===== src/rtl/pipelined_right_shifter_if.sv =====
// Valid/ready stream bundle for the pipelined right shifter: operand beat in, shifted beat out.
interface pipelined_right_shifter_if #(
    parameter int WIDTH       = 49,
    parameter int COUNT_WIDTH = 6,
    parameter int TAG_WIDTH   = 8
);
    logic                   in_valid;
    logic                   in_ready;
    logic [COUNT_WIDTH-1:0] shift_count;
    logic [WIDTH-1:0]       operand;
    logic [TAG_WIDTH-1:0]   in_tag;
    logic                   out_valid;
    logic                   out_ready;
    logic [WIDTH-1:0]       result;
    logic                   sticky;
    logic [TAG_WIDTH-1:0]   out_tag;

    modport master (
        output in_valid, shift_count, operand, in_tag, out_ready,
        input  in_ready, out_valid, result, sticky, out_tag
    );

    modport slave (
        input  in_valid, shift_count, operand, in_tag, out_ready,
        output in_ready, out_valid, result, sticky, out_tag
    );
endinterface


===== src/rtl/pipelined_right_shifter.sv =====
// Two-stage logarithmic right shifter for mantissa alignment; collects the OR of all
// shifted-out bits as a sticky flag. Stage 1 handles shifts 1/2/4, stage 2 handles 8/16/32.
module pipelined_right_shifter #(
    parameter int WIDTH       = 49,
    parameter int COUNT_WIDTH = 6,
    parameter int TAG_WIDTH   = 8
) (
    input logic                      clk,
    input logic                      reset,
    pipelined_right_shifter_if.slave bus
);
    localparam int HI_WIDTH = COUNT_WIDTH - 3;

    logic                 s1_valid;
    logic [WIDTH-1:0]     s1_data;
    logic                 s1_sticky;
    logic [HI_WIDTH-1:0]  s1_count_hi;
    logic [TAG_WIDTH-1:0] s1_tag;

    logic                 s2_valid;
    logic [WIDTH-1:0]     s2_data;
    logic                 s2_sticky;
    logic [TAG_WIDTH-1:0] s2_tag;

    logic                   s2_advance;
    logic                   s1_advance;
    logic [2:0]             count_lo;
    logic [WIDTH-1:0]       s1_shifted;
    logic [WIDTH-1:0]       s1_mask;
    logic [COUNT_WIDTH-1:0] s2_amount;
    logic [WIDTH-1:0]       s2_shifted;
    logic [WIDTH-1:0]       s2_mask;

    assign s2_advance = !s2_valid || bus.out_ready;
    assign s1_advance = !s1_valid || s2_advance;

    // Masks are built from all-ones shifted left, so shift amounts past WIDTH
    // naturally select every bit and the shifted data falls to zero.
    assign count_lo   = bus.shift_count[2:0];
    assign s1_shifted = bus.operand >> count_lo;
    assign s1_mask    = ~({WIDTH{1'b1}} << count_lo);

    assign s2_amount  = {s1_count_hi, 3'b000};
    assign s2_shifted = s1_data >> s2_amount;
    assign s2_mask    = ~({WIDTH{1'b1}} << s2_amount);

    always_ff @(posedge clk) begin
        if (reset) begin
            s1_valid    <= 1'b0;
            s1_data     <= '0;
            s1_sticky   <= 1'b0;
            s1_count_hi <= '0;
            s1_tag      <= '0;
        end else if (s1_advance) begin
            s1_valid <= bus.in_valid;
            if (bus.in_valid) begin
                s1_data     <= s1_shifted;
                s1_sticky   <= |(bus.operand & s1_mask);
                s1_count_hi <= bus.shift_count[COUNT_WIDTH-1:3];
                s1_tag      <= bus.in_tag;
            end
        end
    end

    always_ff @(posedge clk) begin
        if (reset) begin
            s2_valid  <= 1'b0;
            s2_data   <= '0;
            s2_sticky <= 1'b0;
            s2_tag    <= '0;
        end else if (s2_advance) begin
            s2_valid <= s1_valid;
            if (s1_valid) begin
                s2_data   <= s2_shifted;
                s2_sticky <= s1_sticky | (|(s1_data & s2_mask));
                s2_tag    <= s1_tag;
            end
        end
    end

    assign bus.in_ready  = s1_advance;
    assign bus.out_valid = s2_valid;
    assign bus.result    = s2_data;
    assign bus.sticky    = s2_sticky;
    assign bus.out_tag   = s2_tag;
endmodule

===== src/flat_wrapper.sv =====
// flat-port wrapper written by rule: the top's interface ports become plain ports
module pipelined_right_shifter_flat 
#(
    parameter int WIDTH       = 49,
    parameter int COUNT_WIDTH = 6,
    parameter int TAG_WIDTH   = 8
)
  (clk, reset, bus_in_valid, bus_shift_count, bus_operand, bus_in_tag, bus_out_ready, bus_in_ready, bus_out_valid, bus_result, bus_sticky, bus_out_tag);
  pipelined_right_shifter_if #(.WIDTH(WIDTH), .COUNT_WIDTH(COUNT_WIDTH), .TAG_WIDTH(TAG_WIDTH)) bus_i ();
  input logic clk;
  input logic reset;
  input wire logic [$bits(bus_i.in_valid)-1:0] bus_in_valid;
  input wire logic [$bits(bus_i.shift_count)-1:0] bus_shift_count;
  input wire logic [$bits(bus_i.operand)-1:0] bus_operand;
  input wire logic [$bits(bus_i.in_tag)-1:0] bus_in_tag;
  input wire logic [$bits(bus_i.out_ready)-1:0] bus_out_ready;
  output wire logic [$bits(bus_i.in_ready)-1:0] bus_in_ready;
  output wire logic [$bits(bus_i.out_valid)-1:0] bus_out_valid;
  output wire logic [$bits(bus_i.result)-1:0] bus_result;
  output wire logic [$bits(bus_i.sticky)-1:0] bus_sticky;
  output wire logic [$bits(bus_i.out_tag)-1:0] bus_out_tag;
  assign bus_i.in_valid = bus_in_valid;
  assign bus_i.shift_count = bus_shift_count;
  assign bus_i.operand = bus_operand;
  assign bus_i.in_tag = bus_in_tag;
  assign bus_i.out_ready = bus_out_ready;
  assign bus_in_ready = bus_i.in_ready;
  assign bus_out_valid = bus_i.out_valid;
  assign bus_result = bus_i.result;
  assign bus_sticky = bus_i.sticky;
  assign bus_out_tag = bus_i.out_tag;
  pipelined_right_shifter #(.WIDTH(WIDTH), .COUNT_WIDTH(COUNT_WIDTH), .TAG_WIDTH(TAG_WIDTH)) u_core (.clk(clk), .reset(reset), .bus(bus_i));
endmodule

===== config.mk =====
export PLATFORM = sky130hd
export DESIGN_NAME = pipelined_right_shifter_flat
export DESIGN_NICKNAME = d
export VERILOG_FILES = /design/src/rtl/pipelined_right_shifter_if.sv /design/src/rtl/pipelined_right_shifter.sv /design/src/flat_wrapper.sv
export SDC_FILE = /design/constraint.sdc
export NUM_CORES = 1
export LEC_CHECK = 0
export ABC_AREA = 0
export CORE_ASPECT_RATIO = 0.9
export CORE_MARGIN = 5
export CORE_UTILIZATION = 48
export DETAILED_ROUTE_END_ITERATION = 7
export HOLD_SLACK_MARGIN = 0.1
export PLACE_DENSITY = 0.74
export REMOVE_ABC_BUFFERS = 1
export SYNTH_ARGS = -nofsm -noshare
export SYNTH_HDL_FRONTEND = slang
export SYNTH_SLANG_ARGS = --single-unit
export TNS_END_PERCENT = 30

===== constraint.sdc =====
create_clock -name clk -period 2.7 [get_ports clk]
set_input_delay 0.405 -clock clk [delete_from_list [all_inputs] [get_ports clk]]
set_output_delay 0.405 -clock clk [all_outputs]
set_load 0.005 [all_outputs]

==> results.py, run 1 <==
metrics = {
    "status": {
        "status": "finished, final reports clean",
    },
    "floorplanning": {
        "initial_core_util": 0.486,
        "fp.dieH_um": 125,
        "io_pins": 127,
        "die_area_mm2": 0.0173,
        "die_x_um": 138,
        "rows": 42,
        "core_mm2": 0.0146,
    },
    "placement": {
        "placed_cell_area_mm2": 0.00845,
        "place_hpwl_um": 14300,
        "dpl.cell_count": 985,
        "portBuffers": 126,
        "routabilityCongestion": 0.924,
    },
    "detailed_routing": {
        "first_pass_iters": 5,
        "drcViolationCount": 0,
        "vias": 6071,
        "first_iter_violations": 532,
        "drt_wl_total_um": 19200,
        "ant_nets": 0,
        "viasPerCell": 5.98,
        "wl_per_cell_um": 18.9,
    },
    "setup_path": {
        "reg2reg_from": "u_core.s1_count_hi[2]",
        "regToRegSetupSlack_ns": 0.54,
        "start_kind": "register",
        "worstPathRequired_ns": 3.04,
        "reg2regPathDepth": 4,
        "end_kind": "register",
        "arrival_ns": 2.50,
        "crit_type": "reg -> reg",
        "timing.rr.end": "u_core.bus.result[23]",
        "cp_max_fo": 16,
    },
    "synth": {
        "ys_types": 51,
        "synth_area_mm2": 0.00710,
        "synth_seq_area_share": 0.341,
        "syn_inst": 704,
        "async_flop_share": 0,
        "avgSynthCellArea_um2": 10.1,
        "yosys_warnings": 0,
        "synth_seq_cells": 121,
        "synth-edff-count": 0,
        "synth-main-ff-cell": "dfxtp_1",
    },
    "clocking": {
        "root_buffer": "clkbuf_16",
        "htreeDepth": 4,
        "clkSlewWorstSetupHoldPaths_ns": 0.05,
        "cts_tree": "yes",
        "ctsHoldBuffers": 0,
        "post_cts_buffers": 0,
        "clk_path_buf_depth": 2,
        "clk_latency_ns": 0.41,
        "cts.repair.resized": 0,
        "cts_made_buffers": 17,
        "clock_sinks": 121,
    },
    "sta": {
        "timing.setup.tns_ns": 0,
        "finalSetupViolCount": 0,
        "slew_headroom": 0.277,
        "rsz0062_at_grt": "false",
        "slew_violations": 0,
        "layout_min_cycle_time_ns": 2.16,
        "finClkSkew_ns": 0.0114,
        "fmax_ghz": 0.463,
        "hold_viol_final": 0,
        "worst_slew_pin_slew_ns": 1.08,
        "post-route-period-util": 0.800,
    },
    "final_layout": {
        "fin_area_mm2": 0.00905,
        "diodes": 0,
        "drive_above_1_share": 0.149,
        "nNetsFinal": 873,
        "fin_cells": 1016,
        "area_growth_pct": 27.5,
    },
    "run": {
        "cap_violations": 0,
    },
    "hold_path": {
        "hold_path_class": "reg -> reg",
        "whs_endpoint": "u_core.bus.out_tag[4]",
        "min_from": "u_core.s1_tag[4]",
        "worstHoldPathCells": 2,
    },
    "power_and_ir_drop": {
        "powerDensity_mw_per_mm2": 589,
        "peakVddDrop_v": 0.000403,
        "p_leak_nw": 3.31,
    },
    "grt": {
        "grt_overflow": 0,
        "grt_pass1_wl_um": 30900,
        "grt_pass1_vias": 5975,
        "antenna_found_initial": 0,
        "grt_start_max_net_pins": 67,
        "globalRouteTotalUtil": 0.215,
    },
}
## worst max-delay path by stage
stage                                     start                     to  slack, ns
after global routing      u_core.s1_count_hi[2]  u_core.bus.result[20]       0.45
after detailed placement          bus_out_ready  u_core.bus.result[23]       0.35
after global placement            bus_out_ready  u_core.bus.result[23]       0.47
after CTS                 u_core.s1_count_hi[2]  u_core.bus.result[23]       0.59
after floorplan                   bus_out_ready     u_core.s1_data[48]      -0.43
final                     u_core.s1_count_hi[2]  u_core.bus.result[23]       0.54
## report_power, final
| group | internal [W] | leakage [nW] | switching [W] |
|---|---|---|---|
| sequential | 0.00190 | 0.995 | 0.000141 |
| combinational | 0.000522 | 2.01 | 0.000464 |
| clock | 0.00154 | 0.299 | 0.000767 |
## cell usage after synthesis, types with 2 or more instances
cell / n / area (um^2)
a211oi_1: 55 / 413
or3_1: 7 / 43.8
nand2_1: 61 / 229
nand3_1: 2 / 10.0
nand2b_1: 8 / 50.1
nor2b_1: 9 / 56.3
nor4_1: 12 / 75.1
a31oi_1: 8 / 50.1
mux4_1: 10 / 263
a221oi_1: 8 / 70.1
buf_12: 2 / 40.0
nor2_1: 91 / 342
mux4_2: 46 / 1040
a32oi_1: 7 / 61.3
buf_6: 5 / 56.3
o2bb2ai_1: 7 / 61.3
o21ai_0: 6 / 30.0
nor3_1: 10 / 50.1
buf_1: 4 / 15.0
clkbuf_1: 24 / 90.1
nand4_1: 3 / 18.8
a22oi_1: 17 / 128
a21oi_2: 2 / 17.5
buf_4: 7 / 52.6
buf_2: 21 / 105
dfxtp_1: 121 / 2420
a21oi_1: 37 / 185
nand3b_1: 2 / 15.0
mux2_2: 7 / 78.8
or4_1: 2 / 15.0
mux2i_1: 79 / 791
inv_1: 5 / 18.8
## kinds of logic after synthesis
group	count (synthesis)	share of synthesized area
buffers and inverters	72	0.0585
and+or+nand+nor	215	0.141
AOI/OAI and AO/OA	154	0.154
DFF	121	0.341
muxes	142	0.305
## area by class of cell
type	count	area, um^2
fill	1193	5560
multi-input combinational	511	4270
sequential	121	2420
timing repair buffer	149	1480
clock buffer	23	488
tap	198	248
clock inverter	8	118
inverter	6	22.5
## cells in the final DEF (no fill, tap or decap), drive strengths merged, types with 3 or more instances in the layout
cell	Yosys	final
dfxtp	121	121
clkbuf	26	23
nor4	12	12
bufinv	0	3
mux4	56	56
a221oi	8	8
clkinv	0	4
a211oi	55	55
inv	6	6
nand2b	8	8
nor2b	9	9
nor3	11	11
a21oi	39	39
o2bb2ai	8	8
a22oi	17	17
nand4	3	3
o21ai	7	7
mux2i	79	79
a32oi	7	7
clkdlybuf4s50	0	123
mux2	7	7
nand2	62	62
buf	40	26
a31oi	9	9
or3	7	7
nor2	93	93
## critical path: stages (launching register included)
cell and delay [ns]:
dfxtp_1 0.53, buf_4 0.29, nor3_2 0.86, a32oi_1 0.24
nor2_1 0.15
## state kept, by name, indices dropped and copies added (netlist names)
name and count:
u_core.bus.out_tag 8, u_core.bus.out_valid 1, u_core.bus.result 49, u_core.bus.sticky 1, u_core.s1_count_hi 3, u_core.s1_data 49
u_core.s1_sticky 1, u_core.s1_tag 8, u_core.s1_valid 1
## metrics by stage
stage | hold WS, ns | total power (W) | util | setup WS (ns)
6_report | 0.447 | 0.00533 | 0.620 | 0.540
5_1_grt | 0.478 | 0.00556 | 0.620 | 0.449
4_1_cts | 0.450 | 0.00535 | 0.620 | 0.587
3_5_place_dp | 0.444 | 0.00305 | 0.578 | 0.350
3_3_place_gp | 0.436 | 0.00302 | 0.578 | 0.472
2_1_floorplan | 0.426 | 0.00259 | - | -0.430
## metal layers
| layer | vias to the layer above | GRT usage | share of wire |
|---|---|---|---|
| met5 | - | 0 | 0 |
| met4 | 0 | 0.0697 | 0.017 |
| met3 | 26 | 0.0389 | 0.067 |
| met2 | 254 | 0.355 | 0.47 |
| met1 | 2902 | 0.289 | 0.45 |
| li1 | 2889 | - | - |
Note: power is estimated with default switching activity, not from simulation.
==> run 2, diff against run 1 <==
Clock period 2.7 ns to 2 ns, I/O delays scaled along.
==> run 2 against run 1 <==
Against the previous run:
- combinational power is 41% higher
- critical path type is now reg -> out
- first-iteration DRC count is 18% higher
- critical path depth is 2 lower
- sequential power is 35% higher
- setup slack worse by 0.36 ns
- sequential cell count stayed put
- largest cell class unchanged
==> results.py, run 2 (synthesized netlist as in run 1, its figures left out) <==
metrics = {
    "grt": {
        "grt_start_max_net_pins": 52,
        "antenna_found_initial": 0,
        "globalRouteTotalUtil": 0.228,
        "grt_overflow": 0,
        "grt_pass1_wl_um": 32500,
        "grt_pass1_vias": 6167,
    },
    "setup_path": {
        "start_kind": "register",
        "reg2regPathDepth": 5,
        "crit_start": "u_core.s1_valid",
        "worstPathRequired_ns": 1.70,
        "cp_max_fo": 4,
        "crit_type": "reg -> out",
        "arrival_ns": 1.52,
        "end_kind": "primary output",
        "reg2reg_from": "u_core.s1_count_hi[0]",
    },
    "floorplanning": {
        "io_pins": 127,
        "initial_core_util": 0.486,
        "fp.dieH_um": 125,
        "rows": 42,
        "core_mm2": 0.0146,
        "die_x_um": 138,
        "die_area_mm2": 0.0173,
    },
    "sta": {
        "finClkSkew_ns": 0.0154,
        "worst_slew_pin_slew_ns": 0.679,
        "hold_viol_final": 0,
        "rsz0062_at_grt": "false",
        "post-route-period-util": 0.912,
        "slew_violations": 0,
        "slew_headroom": 0.547,
        "layout_min_cycle_time_ns": 1.82,
        "fmax_ghz": 0.548,
        "finalSetupViolCount": 0,
    },
    "detailed_routing": {
        "wl_per_cell_um": 19.2,
        "drcViolationCount": 0,
        "first_pass_iters": 7,
        "drt_wl_total_um": 19900,
        "viasPerCell": 6.01,
        "ant_nets": 0,
        "first_iter_violations": 626,
        "vias": 6249,
    },
    "placement": {
        "routabilityCongestion": 0.926,
        "place_hpwl_um": 15000,
        "placed_cell_area_mm2": 0.00865,
        "portBuffers": 126,
    },
    "clocking": {
        "post_cts_buffers": 0,
        "root_buffer": "clkbuf_16",
        "cts_tree": "yes",
        "clk_path_buf_depth": 2,
        "ctsHoldBuffers": 0,
        "cts_made_buffers": 17,
        "clock_sinks": 121,
        "clkSlewWorstSetupHoldPaths_ns": 0.06,
        "clk_latency_ns": 0.42,
        "htreeDepth": 4,
    },
    "hold_path": {
        "hold_path_class": "in -> reg",
        "min_from": "reset",
        "worstHoldPathCells": 2,
    },
    "power_and_ir_drop": {
        "p_leak_nw": 3.43,
        "peakVddDrop_v": 0.000495,
        "power_w": 0.00726,
        "powerDensity_mw_per_mm2": 784,
    },
    "final_layout": {
        "nNetsFinal": 895,
        "final_cell_mix": "clkdlybuf4s50_1, dfxtp_1, nor2_1, mux2i_1, nand2_1",
        "diodes": 0,
        "layout_commonest_cell": "clkdlybuf4s50_1",
        "drive_above_1_share": 0.171,
        "fillers": 1208,
        "area_growth_pct": 30.4,
        "fin_area_mm2": 0.00926,
    },
    "status": {
        "status": "finished, final reports clean",
    },
    "run": {
        "cap_violations": 0,
    },
}
-- run 2: changes by cell type in the layout (fill, tap and decap cells not counted), sizes merged --
cell,before,now
clkbuf,23,24
buf,26,48
-- run 2: worst paths after layout --
check	slack [ns]	end
worst max-delay path	0.18	bus_in_ready
worst min-delay path	0.28	u_core.bus.result[28]
worst max register to register	0.19	u_core.bus.result[6]
worst min register to register	0.45	u_core.bus.out_tag[6]
-- run 2: per-stage QoR --
step	util	setup TNS, ns	hold slack, ns	worst slack (ns)	cells
2_1_floorplan	-	-86.08	0.362	-1.04	638
3_3_place_gp	0.592	-0.473	0.438	-0.0750	1007
3_5_place_dp	0.592	-2.30	0.447	-0.177	1007
4_1_cts	0.633	0	0.265	0.0244	1039
5_1_grt	0.634	0	0.307	0.0435	1039
6_report	0.634	0	0.283	0.175	1039
-- run 2: layer usage --
metal,wire length (um),GRT usage,vias to the layer above
li1,-,-,2944
met1,8900,0.304,2984
met2,9270,0.367,271
met3,1250,0.0454,50
met4,498,0.0889,0
met5,0,0,-
-- run 2: cell type report --
cell class | instances | area [um^2] | share of cell area
Timing Repair Buffer | 171 | 1690 | 0.182
Clock buffer | 24 | 482 | 0.0520
Sequential cell | 121 | 2430 | 0.262
Clock inverter | 8 | 118 | 0.0127
Inverter | 6 | 22.5 | 0.00243
Multi-Input combinational cell | 511 | 4280 | 0.462
Tap cell | 198 | 248 | 0.0268
-- run 2: repair_timing --
item,CTS,global route
endpoints found under the hold margin,0,0
endpoints found under the setup margin,0,19
gates resized for setup,0,3
-- run 2: report_power, final --
part | leakage (nW) | internal (W) | switching [W]
Combinational | 2.14 | 0.000743 | 0.000649
Clock | 0.294 | 0.00205 | 0.00106
Sequential | 0.995 | 0.00256 | 0.000193
-- run 2: critical path, cell delays in order, from the launching register on --
cell and delay (ns):
dfxtp_1 0.43, nand3b_1 0.19, clkdlybuf4s50_1 0.50
==> run 3, diff against run 2 <==
Clock period 2 ns to 2.4 ns, I/O delays scaled along.
==> run 3 against run 2 <==
Against the previous run:
- final cell count decreased by 2.3%
- non-clock buffer count fell by 22
- via count decreased by 3.0%
- critical path depth increased by 3
- cell area down 1.6%
- largest cell class unchanged
- wire length shrank 1.4%
- worst hold slack better by 0.15 ns
- utilization is 1.0 points lower
- critical endpoint is now u_core.bus.result[2]
- clock skew shrank 0.0019 ns
- first-iteration DRC count is 5.8% lower
- largest power group unchanged
- die area stayed put
==> results.py, run 3 (synthesized netlist as in run 1, its figures left out) <==
metrics = {
    "status": {
        "status": "finished, final reports clean",
    },
    "final_layout": {
        "drive_above_1_share": 0.149,
        "layout_commonest_cell": "clkdlybuf4s50_1",
        "fin_area_mm2": 0.00911,
        "final_cell_mix": "clkdlybuf4s50_1, dfxtp_1, nor2_1, mux2i_1, nand2_1",
        "regArea_mm2": 0.00242,
        "nNetsFinal": 873,
        "fillers": 1211,
        "multi_input_area_mm2": 0.00427,
        "utilization": 0.624,
        "diodes": 0,
        "area_growth_pct": 28.3,
    },
    "power_and_ir_drop": {
        "peakVddDrop_v": 0.000434,
        "powerDensity_mw_per_mm2": 670,
        "p_leak_nw": 3.33,
        "power_w": 0.00610,
    },
    "clocking": {
        "clk_latency_ns": 0.41,
        "clk_path_buf_depth": 2,
        "ctsHoldBuffers": 0,
        "cts.repair.resized": 0,
        "post_cts_buffers": 0,
        "clock_sinks": 121,
        "root_buffer": "clkbuf_16",
        "clkSlewWorstSetupHoldPaths_ns": 0.05,
        "cts_made_buffers": 17,
        "htreeDepth": 4,
        "cts_tree": "yes",
    },
    "run": {
        "cap_violations": 0,
    },
    "setup_path": {
        "timing.rr.end": "u_core.bus.result[2]",
        "start_kind": "register",
        "reg2regPathDepth": 5,
        "cp_max_fo": 17,
        "crit_type": "reg -> reg",
        "reg2reg_from": "u_core.s1_count_hi[1]",
        "end_kind": "register",
        "arrival_ns": 2.45,
        "worstPathRequired_ns": 2.71,
        "regToRegSetupSlack_ns": 0.27,
    },
    "detailed_routing": {
        "ant_nets": 0,
        "drcViolationCount": 0,
        "wl_per_cell_um": 19.4,
        "drt_wl_total_um": 19600,
        "viasPerCell": 5.97,
        "first_pass_iters": 7,
        "vias": 6063,
        "first_iter_violations": 590,
    },
    "placement": {
        "portBuffers": 126,
        "placed_cell_area_mm2": 0.00849,
        "dpl_worst_slack_ns": 0.114,
        "place_hpwl_um": 14500,
        "routabilityCongestion": 0.891,
    },
    "floorplanning": {
        "initial_core_util": 0.486,
        "die_area_mm2": 0.0173,
        "core_mm2": 0.0146,
        "fp.dieH_um": 125,
        "io_pins": 127,
        "rows": 42,
        "die_x_um": 138,
    },
    "sta": {
        "setup_ws_ns": 0.268,
        "worst_slew_pin_slew_ns": 1.07,
        "finalSetupViolCount": 0,
        "rsz0062_at_grt": "false",
        "slew_violations": 0,
        "hold_viol_final": 0,
        "slew_headroom": 0.282,
        "finClkSkew_ns": 0.0135,
        "layout_min_cycle_time_ns": 2.13,
        "fmax_ghz": 0.469,
        "post-route-period-util": 0.888,
    },
    "grt": {
        "grt_start_max_net_pins": 94,
        "grt_pass1_vias": 5997,
        "grt_overflow": 0,
        "grt_pass1_wl_um": 31700,
        "globalRouteTotalUtil": 0.223,
        "antenna_found_initial": 0,
    },
    "hold_path": {
        "whs_endpoint": "u_core.bus.result[20]",
        "worstHoldPathCells": 2,
        "hold_path_class": "in -> reg",
        "min_from": "reset",
    },
}
-- run 3: cell types whose count changed in the layout (fill, tap and decap cells not counted) --
| cell | before | now |
|---|---|---|
| clkbuf_1 | 4 | 1 |
| buf_4 | 38 | 16 |
| nor3_2 | 0 | 1 |
| dfxtp_4 | 1 | 0 |
| clkinv_2 | 4 | 3 |
| clkbuf_8 | 3 | 4 |
| bufinv_16 | 3 | 4 |
| nor3_4 | 1 | 0 |
| dfxtp_1 | 119 | 120 |
-- run 3: power breakdown --
group	internal, W	switching, W
combinational	0.000594	0.000528
sequential	0.00214	0.000163
clock	0.00183	0.000853
total	0.00456	0.00154
-- run 3: worst max-delay path, cell delays in order (launching register included) --
cell      delay, ns
dfxtp_1        0.48
buf_4          0.27
inv_1          0.29
nor2_1         0.56
a221oi_1       0.23
nor3_1         0.20
-- run 3: per-stage QoR --
stage	hold slack (ns)	instances	TNS, ns
CTS	0.413	1015	0
global route	0.455	1015	0
global placement	0.436	985	0
floorplan	0.422	638	-46.16
detailed placement	0.447	985	0
finish	0.436	1015	0
-- run 3: layout make-up --
cell class,instances,area share
Clock buffer,22,0.0531
Inverter,6,0.00247
Multi-Input combinational cell,511,0.469
Sequential cell,121,0.266
Tap cell,198,0.0272
Clock inverter,8,0.0157
Timing Repair Buffer,149,0.167
-- run 3: routing by layer --
layer / up-vias / GRT usage / wire (um)
li1: 2897 / - / -
met1: 2898 / 0.304 / 8870
met2: 234 / 0.352 / 9270
met3: 34 / 0.0481 / 1100
met4: 0 / 0.0784 / 401
met5: - / 0 / 0
-- run 3: worst max-delay path by stage --
stage,startpoint,cells past startpoint,endpoint,slack (ns)
4_1_cts,u_core.s1_count_hi[0],4,u_core.bus.result[2],0.30
5_1_grt,u_core.s1_count_hi[1],5,u_core.bus.result[4],0.15
2_1_floorplan,bus_out_ready,4,u_core.s1_data[48],-0.68
6_report,u_core.s1_count_hi[1],5,u_core.bus.result[2],0.27
3_5_place_dp,bus_out_ready,5,u_core.bus.result[22],0.11
3_3_place_gp,bus_out_ready,5,u_core.bus.result[23],0.19
